==> config.mk <==
export PLATFORM = sky130hd
export DESIGN_NAME = stopwatch_button_ctrl_flat
export DESIGN_NICKNAME = d
export VERILOG_FILES = /design/src/rtl/stopwatch_button_ctrl_if.sv /design/src/rtl/stopwatch_button_ctrl.sv /design/src/flat_wrapper.sv
export SDC_FILE = /design/constraint.sdc
export NUM_CORES = 1
export LEC_CHECK = 0
export CAP_MARGIN = 20
export CORE_AREA = 5 5 42 44
export DETAILED_ROUTE_END_ITERATION = 12
export DIE_AREA = 0 0 47 49
export SYNTH_ARGS = -nofsm -noshare
export SYNTH_HDL_FRONTEND = slang
export SYNTH_SLANG_ARGS = --single-unit
==> constraint.sdc <==
create_clock -name clk -period 3.7 [get_ports clk]
set_input_delay 1.11 -clock clk [delete_from_list [all_inputs] [get_ports clk]]
set_output_delay 1.11 -clock clk [all_outputs]
set_load 0.05 [all_outputs]
==> src/rtl/stopwatch_button_ctrl_if.sv <==
// Button-side signal bundle for the stopwatch start/stop button conditioner.
interface stopwatch_button_ctrl_if;
   logic btn_raw;
   logic toggle;
   logic clear;
   logic btn_state;

   // Stimulus side: drives the raw button, observes the conditioned outputs.
   modport master (
      output btn_raw,
      input  toggle,
      input  clear,
      input  btn_state
   );

   // Conditioner side: consumes the raw button, produces the control pulses.
   modport slave (
      input  btn_raw,
      output toggle,
      output clear,
      output btn_state
   );
endinterface

==> src/rtl/stopwatch_button_ctrl.sv <==
// Synchronises, debounces and classifies the stopwatch start/stop button into
// one-cycle toggle (short press) and clear (long press) pulses.
module stopwatch_button_ctrl #(
   parameter int unsigned DEBOUNCE_CYCLES = 4,
   parameter int unsigned LONG_CYCLES     = 16
) (
   input  logic                  clk,
   input  logic                  reset,
   stopwatch_button_ctrl_if.slave bus
);

   localparam int unsigned DB_W   = $clog2(DEBOUNCE_CYCLES + 1);
   localparam int unsigned HOLD_W = $clog2(LONG_CYCLES);

   localparam logic [DB_W-1:0]   DB_LAST   = DB_W'(DEBOUNCE_CYCLES - 1);
   localparam logic [HOLD_W-1:0] HOLD_LAST = HOLD_W'(LONG_CYCLES - 1);

   typedef enum logic [1:0] {
      IDLE = 2'd0,
      HELD = 2'd1,
      LONG = 2'd2
   } state_t;

   logic              s1;
   logic              s2;
   logic              btn_state;
   logic [DB_W-1:0]   db_cnt;

   state_t            state;
   state_t            state_nxt;
   logic [HOLD_W-1:0] hold_cnt;
   logic [HOLD_W-1:0] hold_nxt;
   logic              toggle;
   logic              toggle_nxt;
   logic              clear;
   logic              clear_nxt;

   // Two-flop synchroniser; the only consumer of the asynchronous button.
   always_ff @(posedge clk or posedge reset) begin
      if (reset) begin
         s1 <= 1'b0;
         s2 <= 1'b0;
      end else begin
         s1 <= bus.btn_raw;
         s2 <= s1;
      end
   end

   // Debouncer: flip the level only after DEBOUNCE_CYCLES consecutive disagreements.
   always_ff @(posedge clk or posedge reset) begin
      if (reset) begin
         btn_state <= 1'b0;
         db_cnt    <= '0;
      end else if (s2 == btn_state) begin
         db_cnt    <= '0;
      end else if (db_cnt == DB_LAST) begin
         btn_state <= s2;
         db_cnt    <= '0;
      end else begin
         db_cnt    <= db_cnt + DB_W'(1);
      end
   end

   // Press FSM state, hold counter and pulse registers.
   always_ff @(posedge clk or posedge reset) begin
      if (reset) begin
         state    <= IDLE;
         hold_cnt <= '0;
         toggle   <= 1'b0;
         clear    <= 1'b0;
      end else begin
         state    <= state_nxt;
         hold_cnt <= hold_nxt;
         toggle   <= toggle_nxt;
         clear    <= clear_nxt;
      end
   end

   // Press classification; a release in HELD wins over the long threshold.
   always_comb begin
      state_nxt  = state;
      hold_nxt   = hold_cnt;
      toggle_nxt = 1'b0;
      clear_nxt  = 1'b0;
      case (state)
         IDLE: begin
            if (btn_state) begin
               state_nxt = HELD;
               hold_nxt  = '0;
            end
         end
         HELD: begin
            if (!btn_state) begin
               state_nxt  = IDLE;
               toggle_nxt = 1'b1;
            end else if (hold_cnt == HOLD_LAST) begin
               state_nxt = LONG;
               clear_nxt = 1'b1;
            end else begin
               hold_nxt = hold_cnt + HOLD_W'(1);
            end
         end
         LONG: begin
            if (!btn_state) begin
               state_nxt = IDLE;
            end
         end
         default: begin
            state_nxt = IDLE;
         end
      endcase
   end

   assign bus.toggle    = toggle;
   assign bus.clear     = clear;
   assign bus.btn_state = btn_state;

endmodule
==> src/flat_wrapper.sv <==
// flat-port wrapper written by rule: the top's interface ports become plain ports
module stopwatch_button_ctrl_flat 
#(
   parameter int unsigned DEBOUNCE_CYCLES = 4,
   parameter int unsigned LONG_CYCLES     = 16
)
  (clk, reset, bus_btn_raw, bus_toggle, bus_clear, bus_btn_state);
  stopwatch_button_ctrl_if bus_i ();
  input  logic clk;
  input  logic reset;
  input wire logic [$bits(bus_i.btn_raw)-1:0] bus_btn_raw;
  output wire logic [$bits(bus_i.toggle)-1:0] bus_toggle;
  output wire logic [$bits(bus_i.clear)-1:0] bus_clear;
  output wire logic [$bits(bus_i.btn_state)-1:0] bus_btn_state;
  assign bus_i.btn_raw = bus_btn_raw;
  assign bus_toggle = bus_i.toggle;
  assign bus_clear = bus_i.clear;
  assign bus_btn_state = bus_i.btn_state;
  stopwatch_button_ctrl #(.DEBOUNCE_CYCLES(DEBOUNCE_CYCLES), .LONG_CYCLES(LONG_CYCLES)) u_core (.clk(clk), .reset(reset), .bus(bus_i));
endmodule
## Word level (Yosys, flattened, before mapping)

Index checks and enable logic that the tools add are counted.
Widths: inputs -> output; s select.

| operators by class | value |
|---|---|
| add/sub/neg operators | 2 |
| equal/unequal tests | 10 |
| multiplexer cells | 16 |
| bitwise gates (word level) | 1 |
| reduce and logical (&&, ||, !) cells | 5 |

Operators by type and width:

| cell | count |
|---|---|
| $mux 4 | 3 |
| $mux 2 | 4 |
| $pmux 4 s2 | 1 |
| $mux 3 | 2 |
| $pmux 2 s3 | 1 |
| $mux 1 | 5 |
| $add 4x1->4 const B | 1 |
| $eq 4x4->1 const B | 1 |
| $ne 2x1->1 const B | 2 |
| $ne 2x2->1 const B | 2 |
| $reduce_and 4->1 | 1 |
| $add 3x1->3 const B | 1 |
| $eq 3x2->1 const B | 1 |
| $ne 3x3->1 const B | 1 |
| $reduce_and 3->1 | 1 |
| $eq 2x1->1 const B | 1 |
| $eq 2x2->1 const B | 1 |
| $logic_not 2->1 | 1 |
| $reduce_and 2->1 | 1 |
| $reduce_bool 2->1 | 1 |
| $eq 1x1->1 | 1 |
| $not 1->1 | 1 |

| storage, ports and cells | value |
|---|---|
| register bits after elaboration | 14 |
| output and inout port bits | 3 |
| word-level logic and storage cells | 42 |

## Depth between registers and ports, before layout

| depth | value |
|---|---|
| depth after elaboration | 4 |
| depth in mapped cells | 4 |
| depth with buffers taken out | 4 |

## Least setup slack after synthesis

OpenSTA, ideal clock, no wires.

| timing path | value |
|---|---|
| path type | register to output |
| from | register u_core.btn_state (netlist: u_core.bus.btn_state) |
| to | output bus_btn_state |
| data arrival time | 665 ps |
| setup slack | 1,925 ps |
| cell stages (with the launch flop) | 1 |
| path through | dfrtp_1 |

RTL lines:

| item | line | source |
|---|---|---|
| start, declared | stopwatch_button_ctrl.sv:26 | `logic btn_state;` |
| start signal, assigned | stopwatch_button_ctrl.sv:52 | `btn_state <= 1'b0;` |
| start signal, assigned | stopwatch_button_ctrl.sv:57 | `btn_state <= s2;` |
| end, declared | flat_wrapper.sv:14 | `output wire logic [$bits(bus_i.btn_state)-1:0] bus_btn_state;` |

No word-level cell between the ends.

## Worst setup path in the final report

| timing path | value |
|---|---|
| from | register u_core.btn_state (netlist: u_core.bus.btn_state) |
| to | output bus_btn_state |

No word-level cell between the ends.

==> key figures <==
Global route
  • Number of global-route vias before repair: 389
  • GRT overflow: 0
  • Total GRT Usage: 0.0968
  • Global-route wire length before repair: 1620 µm
  • Largest net degree at the start of global routing: 15
  • Initial antenna violation count: 0

Placed design
  • RD Place Congestion: 0.735
  • Inst Count DP: 65
  • DP HPWL: 699 µm
  • Placed inst area: roughly 650 µm²
  • Pre-CTS worst setup slack: between 1 and 1.5 ns
  • Port bufs: 5

Synth
  • Post-synth EDFFs: 0
  • Syn nets: slightly below 50
  • Seq cells post-synth: 14
  • Post-synth ARST share: 1.00
  • Syn avg cell area: 13.1 µm²
  • Register area share after synthesis: 0.606
  • Post-Synthesis Cells: 44
  • Synthesis warning total: 0
  • Synthesized area: approximately 580 µm²
  • Unique masters post-synth: 22
  • Primary FF master, synth: dfrtp_1

STA
  • Final setup fails: 0
  • Slew @ Worst Pin: around 0.5 ns
  • Final Skew: ~0.0029 ns
  • Fin. Hold Viols: 0
  • RSZ-0062 raised after global routing: no
  • Peak Freq: 377 MHz
  • Worst relative slew slack: 0.667
  • Tcrit/Tclk final: 0.718
  • Max Slew Vio Count: 0
  • Final critical-path required period: 2.65 ns
  • Post-route setup slack: roughly 1.0 ns
  • TNS Setup: 0 ns

Cells and area
  • Antenna diodes: 0
  • Final instance area: 684 µm²
  • Final Net Count: 59
  • Fill count: 129
  • Reg area: between 300 and 400 µm²
  • Area added between synthesis and finish: 18.4%
  • Layout Cells excl Fill: 69
  • Share of cells above drive strength 1: 0.189
  • Multi-input logic area: 220 µm²

Worst setup path
  • Worst reg-to-reg setup slack: ~2.3 ns
  • Largest delay share family, worst path: buffers and inverters
  • Slowest CP cell: clkdlybuf4s50_1
  • WP buf/inv: 1
  • Crit path kind: register to output pin
  • Crit end category: output pin
  • Max incr delay on CP: about 0.84 ns
  • CP Data Arrival Time: about 1.5 ns
  • Sequence of cells on the critical path: clkdlybuf4s50_1
  • CP Launch Type: register
  • CP max FO: 6
  • CP Data Required Time: 2.59 ns

CTS
  • Clock Path Buffers: 2
  • Resize count post-CTS: 0
  • Post-CTS Setup Bufs: 0
  • Clk root buf: clkbuf_4
  • H-tree depth: 1
  • CTS tree: built
  • Total clock sinks: 14
  • Clk_lat worst skew: 0.27 ns
  • Clk slew on worst S/H paths: approximately 0.08 ns
  • CTS buffer count: 3
  • Post-CTS Hold Buffers: 0

Die
  • Initial Util: 0.412
  • Row count: 14
  • Die Ht: a little under 50 µm
  • Die width: ~47 µm
  • DIE AREA: 0.00230 mm²
  • # IOs: 6
  • Core region area: ~0.0014 mm²

Detailed routing
  • Via/cell ratio: 5.12
  • Pre-Repair DR Iteration Count: 4
  • DR iter-0 viols: 1
  • Final WL: 925 µm
  • DR WL/cell: 13.4 µm
  • DRC: 0
  • ANT nets after route: 0
  • Vias: about 350

Outcome
  • Outcome: finished clean

Pwr
  • Tot Pwr: 511 µW
  • Leakage: around 0.32 nW
  • PD cells: 747 mW/mm²
  • Worst VDD drop: a little under 400 µV

Flow run
  • Maximum capacitance violations: 0

Hold path
  • Hold Crit Class: register to register
==> cells in the mapped netlist (2+ instances only) <==
master | count | area share
inv_1 | 2 | 0.013
nor3b_1 | 3 | 0.039
a21oi_1 | 3 | 0.026
mux2_4 | 2 | 0.052
o21ai_0 | 2 | 0.017
ha_1 | 2 | 0.043
nor2b_1 | 2 | 0.022
dfrtp_1 | 14 | 0.61
==> sequential cells by signal, indices dropped and copies added (netlist names) <==
name and flops:
u_core.state 2, u_core.bus.clear 1, u_core.bus.toggle 1, u_core.bus.btn_state 1, u_core.hold_cnt 4, u_core.s2 1
u_core.s1 1, u_core.db_cnt 3
==> layer usage <==
layer  routed length (µm)  part of all wire  up-vias  track usage
li1                     -                 -      172            -
met1                  412              0.45      171        0.126
met2                  475              0.51        8        0.143
met3                   31             0.034        2       0.0221
met4                    5            0.0054        0       0.0553
met5                    0                 0        -            0
==> metrics by stage <==
step	utilization	hold slack (ns)
6_report	0.488	0.360
5_1_grt	0.488	0.384
4_1_cts	0.488	0.363
3_5_place_dp	0.463	0.344
3_3_place_gp	0.463	0.337
2_1_floorplan	-	0.331
==> power by group <==
part           internal (mW)  switching (mW)
sequential             0.191          0.0388
combinational         0.0854          0.0914
clock                 0.0598          0.0454
==> logic make-up (layout without fill, tap and decap cells) <==
logic type / Yosys count / after routing / synth area share
buf+inv: 2 / 11 / 0.0130
mux: 4 / 4 / 0.0887
xor+xnor: 1 / 1 / 0.0152
simple gates: 15 / 15 / 0.175
compound gates: 6 / 6 / 0.0584
flops: 14 / 14 / 0.606
fa+ha+maj: 2 / 2 / 0.0433
==> placed cells by master (no fill, tap or decap), types with 2 or more instances in the layout <==
| cell type | count |
|---|---|
| a21oi_1 | 3 |
| clkbuf_4 | 3 |
| clkdlybuf4s50_1 | 5 |
| dfrtp_1 | 14 |
| ha_1 | 2 |
| inv_1 | 2 |
| mux2_4 | 2 |
| nor2b_1 | 2 |
| nor3b_1 | 3 |
| o21ai_0 | 2 |
==> worst paths after layout <==
check / startpoint / end / depth (start not counted)
worst max-delay path: u_core.bus.btn_state / bus_btn_state / 1
worst min-delay path: u_core.s1 / u_core.s2 / 0
worst max register to register: u_core.hold_cnt[0] / u_core.hold_cnt[1] / 4
worst min register to register: u_core.s1 / u_core.s2 / 0
max in group asynchronous: reset / u_core.db_cnt[0] / 2
min in group asynchronous: reset / u_core.state[1] / 2
==> final cells by class <==
cell class                 count  area share
clock buffer                   4      0.0530
inverter                       2      0.0110
multi-input combinational     28       0.322
sequential                    14       0.512
tap                           16      0.0293
timing repair buffer           5      0.0731
Power figures use the tool's default switching activity.
